**src/rtl/keypad_scan_if.sv**
```systemverilog
// Keypad-side signal bundle: column drive, row sense and the debounced key code.
// master = scanner, slave = keypad/consumer side.
interface keypad_scan_if;
  logic [3:0] row_in;
  logic [3:0] col_out;
  logic [4:0] key_value;
  logic       key_valid;

  modport master (input row_in, output col_out, output key_value, output key_valid);
  modport slave  (output row_in, input col_out, input key_value, input key_valid);
endinterface

```
**src/rtl/keypad_scan.sv**
```systemverilog
// 4x4 matrix keypad scanner with press/release debounce; holds the key code for the whole press.
// state    | meaning
// SCAN     | stepping columns each tick, looking for any low row
// DEBOUNCE | column frozen, counting stable ticks of the candidate row
// HOLD     | key accepted, key_value held while the row stays low
// RELEASE  | counting idle ticks before returning key_value to IDLE_CODE
module keypad_scan #(
  parameter int         CLK_DIV        = 50000,
  parameter int         DEBOUNCE_TICKS = 10,
  parameter logic [4:0] IDLE_CODE      = 5'd17
) (
  input logic          clk,
  input logic          rest,
  keypad_scan_if.master kp
);

  localparam int DIV_W = $clog2(CLK_DIV);
  localparam int CNT_W = $clog2(DEBOUNCE_TICKS + 1);
  localparam logic [DIV_W-1:0] DIV_LAST = DIV_W'(CLK_DIV - 1);
  localparam logic [CNT_W-1:0] CNT_MAX  = CNT_W'(DEBOUNCE_TICKS);
  localparam logic [CNT_W-1:0] CNT_ONE  = CNT_W'(1);

  typedef enum logic [1:0] {SCAN, DEBOUNCE, HOLD, RELEASE} state_t;

  state_t           state, state_n;
  logic [DIV_W-1:0] div;
  logic [3:0]       rows_m, rows_s;
  logic [1:0]       col, col_n;
  logic [1:0]       cand_row, cand_row_n;
  logic [1:0]       cand_col, cand_col_n;
  logic [CNT_W-1:0] cnt, cnt_n, cnt_inc;
  logic [4:0]       key_value, key_value_n;
  logic             key_valid, key_valid_n;
  logic             tick, hit;
  logic [1:0]       low_row;

  assign tick    = (div == DIV_LAST);
  assign hit     = (rows_s != 4'b1111);
  assign cnt_inc = cnt + CNT_ONE;

  always_comb begin
    low_row = 2'd3;
    if      (!rows_s[0]) low_row = 2'd0;
    else if (!rows_s[1]) low_row = 2'd1;
    else if (!rows_s[2]) low_row = 2'd2;
  end

  always_comb begin
    state_n     = state;
    col_n       = col;
    cand_row_n  = cand_row;
    cand_col_n  = cand_col;
    cnt_n       = cnt;
    key_value_n = key_value;
    key_valid_n = 1'b0;
    if (tick) begin
      case (state)
        SCAN: begin
          if (hit) begin
            cand_row_n = low_row;
            cand_col_n = col;
            if (DEBOUNCE_TICKS == 1) begin
              state_n     = HOLD;
              cnt_n       = '0;
              key_value_n = {1'b0, low_row, col};
              key_valid_n = 1'b1;
            end else begin
              state_n = DEBOUNCE;
              cnt_n   = CNT_ONE;
            end
          end else begin
            col_n = col + 2'd1;
          end
        end
        DEBOUNCE: begin
          if (hit && (low_row == cand_row)) begin
            if (cnt_inc == CNT_MAX) begin
              state_n     = HOLD;
              cnt_n       = '0;
              key_value_n = {1'b0, cand_row, cand_col};
              key_valid_n = 1'b1;
            end else begin
              cnt_n = cnt_inc;
            end
          end else begin
            // column stays put so the same column is rescanned on the next tick
            state_n = SCAN;
            cnt_n   = '0;
          end
        end
        HOLD: begin
          if (!hit) begin
            if (DEBOUNCE_TICKS == 1) begin
              state_n     = SCAN;
              cnt_n       = '0;
              col_n       = col + 2'd1;
              key_value_n = IDLE_CODE;
            end else begin
              state_n = RELEASE;
              cnt_n   = CNT_ONE;
            end
          end
        end
        RELEASE: begin
          if (!hit) begin
            if (cnt_inc == CNT_MAX) begin
              state_n     = SCAN;
              cnt_n       = '0;
              col_n       = col + 2'd1;
              key_value_n = IDLE_CODE;
            end else begin
              cnt_n = cnt_inc;
            end
          end else begin
            state_n = HOLD;
            cnt_n   = '0;
          end
        end
        default: state_n = SCAN;
      endcase
    end
  end

  always_ff @(posedge clk) begin
    if (!rest) begin
      state     <= SCAN;
      div       <= '0;
      rows_m    <= 4'b1111;
      rows_s    <= 4'b1111;
      col       <= 2'd0;
      cand_row  <= 2'd0;
      cand_col  <= 2'd0;
      cnt       <= '0;
      key_value <= IDLE_CODE;
      key_valid <= 1'b0;
    end else begin
      state     <= state_n;
      div       <= tick ? '0 : div + DIV_W'(1);
      rows_m    <= kp.row_in;
      rows_s    <= rows_m;
      col       <= col_n;
      cand_row  <= cand_row_n;
      cand_col  <= cand_col_n;
      cnt       <= cnt_n;
      key_value <= key_value_n;
      key_valid <= key_valid_n;
    end
  end

  assign kp.col_out   = ~(4'b0001 << col);
  assign kp.key_value = key_value;
  assign kp.key_valid = key_valid;

endmodule

```
**src/flat_wrapper.sv**
```systemverilog
// flat-port wrapper written by rule: the top's interface ports become plain ports
module keypad_scan_flat 
#(
  parameter int         CLK_DIV        = 50000,
  parameter int         DEBOUNCE_TICKS = 10,
  parameter logic [4:0] IDLE_CODE      = 5'd17
)
  (clk, rest, kp_row_in, kp_col_out, kp_key_value, kp_key_valid);
  keypad_scan_if kp_i ();
  input logic clk;
  input logic rest;
  input wire logic [$bits(kp_i.row_in)-1:0] kp_row_in;
  output wire logic [$bits(kp_i.col_out)-1:0] kp_col_out;
  output wire logic [$bits(kp_i.key_value)-1:0] kp_key_value;
  output wire logic [$bits(kp_i.key_valid)-1:0] kp_key_valid;
  assign kp_i.row_in = kp_row_in;
  assign kp_col_out = kp_i.col_out;
  assign kp_key_value = kp_i.key_value;
  assign kp_key_valid = kp_i.key_valid;
  keypad_scan #(.CLK_DIV(CLK_DIV), .DEBOUNCE_TICKS(DEBOUNCE_TICKS), .IDLE_CODE(IDLE_CODE)) u_core (.clk(clk), .rest(rest), .kp(kp_i));
endmodule
```
**config.mk**
```make
export PLATFORM = sky130hd
export DESIGN_NAME = keypad_scan_flat
export DESIGN_NICKNAME = d
export VERILOG_FILES = /design/src/rtl/keypad_scan_if.sv /design/src/rtl/keypad_scan.sv /design/src/flat_wrapper.sv
export SDC_FILE = /design/constraint.sdc
export NUM_CORES = 1
export LEC_CHECK = 0
export ABC_CLOCK_PERIOD_IN_PS = 2500
export CORE_ASPECT_RATIO = 1.5
export CORE_MARGIN = 1
export CORE_UTILIZATION = 40
export CTS_CLUSTER_DIAMETER = 120
export DETAILED_ROUTE_END_ITERATION = 12
export SLEW_MARGIN = 20
export SYNTH_ARGS = -nofsm -noshare
export SYNTH_HDL_FRONTEND = slang
export SYNTH_SLANG_ARGS = --single-unit
```
**constraint.sdc**
```tcl
create_clock -name clk -period 2.5 [get_ports clk]
set_input_delay 0.25 -clock clk [delete_from_list [all_inputs] [get_ports clk]]
set_output_delay 0.25 -clock clk [all_outputs]
set_load 0.01 [all_outputs]
```
* After elaboration in Yosys (flattened, before gate mapping)
Cells that the tools add are included.
** Storage, ports and cells
- Input port bits :: 6
- Logic and storage cells :: 69
- Output and inout port bits :: 10
- Register bits :: 42
** Cells by class
- Shift-type cells :: 1
- Add/sub/neg operators :: 3
- Bitwise operators :: 2
- Eq/ne operators :: 16
- Mux-type cells :: 26
- Reductions and logical operators :: 11
** Operators by type and width (number)
- $mux 2 :: 11
- $mux 4 :: 5
- $mux 5 :: 4
- $add 16x1->16 const B :: 1
- $eq 16x16->1 const B :: 1
- $pmux 4 s4 :: 1
- $pmux 5 s2 :: 1
- $reduce_and 5->1 :: 2
- $ne 2x1->1 const B :: 4
- $pmux 2 s4 :: 1
- $ne 2x2->1 const B :: 3
- $reduce_and 3->1 :: 2
- $reduce_and 6->1 :: 1
- $add 4x1->4 const B :: 1
- $eq 2x2->1 const B :: 2
- $eq 4x4->1 const B :: 1
- $ne 4x4->1 const B :: 1
- $not 4->4 :: 1
- $pmux 2 s2 :: 1
- $reduce_and 4->1 :: 1
- $reduce_bool 2->1 :: 2
- $shl 1x2->4 const A :: 1
- $ne 3x1->1 const B :: 1
- $ne 3x3->1 const B :: 1
- 8 further kinds :: 9

* Longest topological paths before layout
- Depth in word-level cells :: 7
- Gate-level depth with buffers :: 7
- Mapped depth without buffers :: 7

* Worst setup path before layout
OpenSTA, ideal clock, no wires.
- Kind :: reg-to-reg
- From :: reg u_core.div[4]
- To :: reg u_core.key_value[0], in the netlist u_core.kp.key_value[0]
- Buffers on the path :: 0
- Setup time :: 0.130 ns
- Data arrival time :: 2.045 ns
- Required time :: 2.370 ns
- Period minus slack after synthesis :: 2.175 ns
- Setup slack :: 0.325 ns
- Cell stages (with the launch flop) :: 7
- Cells stage by stage :: dfxtp_1 > or4_4 > nor4_4 > nand2_2 > a2111oi_4 > nor3b_2 > o21ai_1
** Between the ends
- Word-level cells in the longest chain between the ends :: 2
** Ends and longest elaborated chain
- start: declaration :: line keypad_scan.sv:26 : logic [DIV_W-1:0] div;
- start signal: assignment :: line keypad_scan.sv:138 : div <= tick ? '0 : div + DIV_W'(1);
- $eq 16x16->1 :: line keypad_scan.sv:37 : assign tick = (div == DIV_LAST);
- $reduce_and 6->1 (no line)
- end signal: assignment :: line keypad_scan.sv:145 : key_value <= key_value_n;
- end: declaration :: line keypad_scan.sv:32 : logic [4:0] key_value, key_value_n;
Every way passes these cells.
A chain may end at the register's enable or synchronous reset.

* Worst setup path after layout
Ends and elaborated chain as after synthesis.

==> run_results.csv <==
group,metric,value,unit
setup_path,crit_type,"reg -> reg",
die,fp.dieW,59.3,µm
clock_network,cts_sinks,42,
setup_path,start_kind,"flop",
timing,maxSlewHeadroom,57.7,%
setup_path,reg2reg_slack,0.26,ns
final_layout,multi_input_area,1060,µm²
worst_hold_path,min_path_type,"reg -> reg",
clock_network,cts-buffers-inserted,5,
setup_path,path_buf_inv,0,
synthesis,ys_async_sr_fraction,0,%
synthesis,yosysTopAreaCell,"dfxtp_1",
global_route,top_usage_layer,"met2",
clock_network,cts_setup_buffers,0,
setup_path,critPathLaunch,"u_core.div[4]$_SDFF_PP0_",
pwr,switching_power,0.258,mW
clock_network,cts_buffer_depth,2,
global_route,grt_use_total,15.3,%
pwr,comb_power_share,3.4,%
timing,finalHoldViolations,0,
timing,worstMarginPinSlew,0.632,ns
setup_path,critPathArrivalTime,2.43,ns
synthesis,synth.most_common_cell,"dfxtp_1",
pwr,power_frac_seq,54.8,%
final_layout,final_nets,252,
setup_path,cp_max_fo,9,
pwr,p_per_area,539,nW/µm²
pwr,intPower,0.993,mW
synthesis,synth-edff-count,0,
global_route,gr-usage-met3,3.99,%
final_layout,regArea,841,µm²
setup_path,timing.rr.end,"u_core.kp.key_value[0]$_SDFFE_PN1P_",
clock_network,ctsResizeCount,0,
die,row_count,30,
synthesis,ys.flop_type,"dfxtp_1",
timing,tns,0,ns
clock_network,cts_tree,"yes",
setup_path,cp-end-kind,"flop",
setup_path,crit_chain,"or4_4 > nor4_4 > nand2_2 > a2111oi_4 > nor3b_2 > o21ai_1",
final_layout,n_fill_cell,476,
pwr,p_leak,0.838,nW
global_route,grt_use_met1,15.9,%
clock_network,clk_pin_slew,0.08,ns
final_layout,final_cells,304,
placed_design,dp.cells,296,
drt,dr_total_vias,1521,
global_route,antenna_found_initial,0,
pwr,swShare,20.6,%
pwr,peakVddDrop,0.000294,V
drt,drt_wl_total,3580,µm
setup_path,cpPeakStageDelay,0.55,ns
synthesis,ys_types,44,
synthesis,synth_area_per_cell,9.00,µm²
timing,min_period,2.24,ns
setup_path,crit_required,2.68,ns
pwr,power.share.clock,41.8,%
final_layout,drive_gt1_share,9.58,%
setup_path,cp_num_cells,6,
die,initial_core_util,42.7,%
synthesis,ys_warn_count,0,
placed_design,numPortBuffers,15,
synthesis,syn_area,1970,µm²
global_route,grt_first_pass_wirelength,5950,µm
setup_path,ff2ff_path_depth,6,
final_layout,antenna_cells,0,
die,dieArea,5220,µm²
timing,setup_violations,0,
synthesis,synth.net_count,232,
global_route,grt_use_met2,27.6,%
global_route,grt_overflow,0,
synthesis,synth_seq_cells,42,
setup_path,regToRegStartpoint,"u_core.div[4]$_SDFF_PP0_",
die,fp.dieH,88.0,µm
timing,fin_crit_sh,89.7,%
drt,first_pass_iters,4,
clock_network,clk_latency,0.30,ns
placed_design,dp_hpwl,2670,µm
setup_path,slowest_stage,"or4_4",
drt,drt_iter0_drc,80,
global_route,grt_pass1_vias,1376,
drt,routed_via_density,5.00,
setup_path,cpLargestDelayFamily,"simple AND/OR/NAND/NOR gates",
synthesis,yosys-top-cells-count,"42 x dfxtp_1, 27 x nor2_1, 16 x nand2b_1, 15 x nand3_1",
synthesis,synth_cells,219,
flow_run,drv_cap,0,
drt,drc_errors,0,
synthesis,synth_top_area_share,42.6,%
timing,slew_violations,0,
final_layout,area_growth,17.6,%
timing,fin_skew,0.00835,ns
die,io-pin-count,16,
clock_network,cts-root-buf,"clkbuf_8",
die,core-area,4620,µm²
placed_design,globalplace.congestion,0.818,
setup_path,worstSetupEndpoint,"u_core.kp.key_value[0]$_SDFFE_PN1P_",
clock_network,cts_hold_buf,0,
drt,ant_nets,0,
timing,grt_setup_unrepaired,"no",
global_route,grt_max_degree,19,
drt,routedWlPerCell,11.8,µm
run_status,outcome,"completed",
synthesis,yosysSeqAreaShare,42.6,%
timing,fmax,446,MHz
clock_network,cts_max_level,2,
synthesis,synthTopCellsByArea,"dfxtp_1 43%, nor2_1 5.1%, nand2b_1 5.1%",
placed cells by master, fill, tap and decap left out, types with 2 or more instances in the layout:
| master | instances |
|---|---|
| or2_2 | 2 |
| a21boi_1 | 3 |
| xor2_1 | 8 |
| nand3_1 | 15 |
| a21boi_0 | 4 |
| nand4b_1 | 2 |
| clkbuf_8 | 5 |
| nor2b_1 | 2 |
| o221a_2 | 2 |
| nand2b_1 | 16 |
| inv_1 | 13 |
| nand2_1 | 13 |
| dfxtp_1 | 42 |
| o21ai_0 | 5 |
| and3_1 | 4 |
| a21oi_1 | 4 |
| and2_1 | 3 |
| nand4_1 | 3 |
| buf_4 | 4 |
| clkinv_2 | 2 |
| clkdlybuf4s50_1 | 15 |
| mux2i_1 | 4 |
| nand3b_1 | 2 |
| xnor2_1 | 7 |
| nor2_1 | 27 |
| ha_1 | 7 |
| nor3_1 | 5 |
how the worst min path moves through the flow:
stage,start,depth (start not counted),end
2_1_floorplan,kp_row_in[0],1,u_core.rows_m[0]$_SDFF_PN1_
3_5_place_dp,u_core.rows_m[2]$_SDFF_PN1_,1,u_core.rows_s[2]$_SDFF_PN1_
3_3_place_gp,u_core.rows_m[1]$_SDFF_PN1_,1,u_core.rows_s[1]$_SDFF_PN1_
5_1_grt,u_core.rows_m[0]$_SDFF_PN1_,1,u_core.rows_s[0]$_SDFF_PN1_
6_report,u_core.rows_m[3]$_SDFF_PN1_,1,u_core.rows_s[3]$_SDFF_PN1_
4_1_cts,u_core.rows_m[2]$_SDFF_PN1_,1,u_core.rows_s[2]$_SDFF_PN1_
state kept, by name, summed over array words and instances, names as in the netlist:
name,cells
u_core.div,16
u_core.kp.key_value,5
u_core.cand_row,2
u_core.kp.key_valid,1
u_core.cand_col,2
u_core.cnt,4
u_core.state,2
u_core.rows_s,4
u_core.rows_m,4
u_core.col,2
cell type report:
cell class	instances	area share [%]
multi-input cells	158	45.7
flip-flops and latches	42	36.3
repair buffers	19	7.77
well taps	64	3.45
clock buffers	5	2.97
inverters	13	2.10
clock inverters	3	1.73
power by group through the flow:
stage | sequential (mW) | clock [mW] | combinational (mW)
global route | 0.687 | 0.576 | 0.0475
detailed placement | 0.701 | 0 | 0.0437
floorplan | 0.699 | 0 | 0.0274
global placement | 0.700 | 0 | 0.0436
CTS | 0.685 | 0.544 | 0.0438
finish | 0.685 | 0.523 | 0.0431
metrics by stage:
stage               utilization [%]  setup slack (ns)  hold slack (ns)  area, µm²  power [mW]
global route                   50.2            0.0609            0.434       2320        1.31
floorplan                         -             0.325            0.351       1970       0.727
detailed placement             47.9             0.245            0.393       2210       0.745
global placement               47.9             0.304            0.389       2210       0.744
finish                         50.2             0.256            0.405       2320        1.25
CTS                            50.2             0.248            0.413       2320        1.27
kinds of logic (layout without fill, tap and decap cells):
| group | count (synthesis) | in the layout | synth area share (%) |
|---|---|---|---|
| xor gates and xnor gates | 15 | 15 | 6.66 |
| muxes | 4 | 4 | 2.03 |
| adders and majority gates | 7 | 7 | 4.44 |
| buffers and inverters | 19 | 40 | 3.62 |
| and+or+nand+nor | 104 | 104 | 29.1 |
| AOI/OAI and AO/OA | 28 | 28 | 11.5 |
| DFF | 42 | 42 | 42.6 |
layer usage:
| metal | vias up | part of all wire [%] |
|---|---|---|
| met5 | - | 0 |
| met4 | 0 | 3.0 |
| met3 | 10 | 2.4 |
| met2 | 20 | 53 |
| met1 | 701 | 42 |
| li1 | 790 | - |
Note: power is estimated with default switching activity, not from simulation.
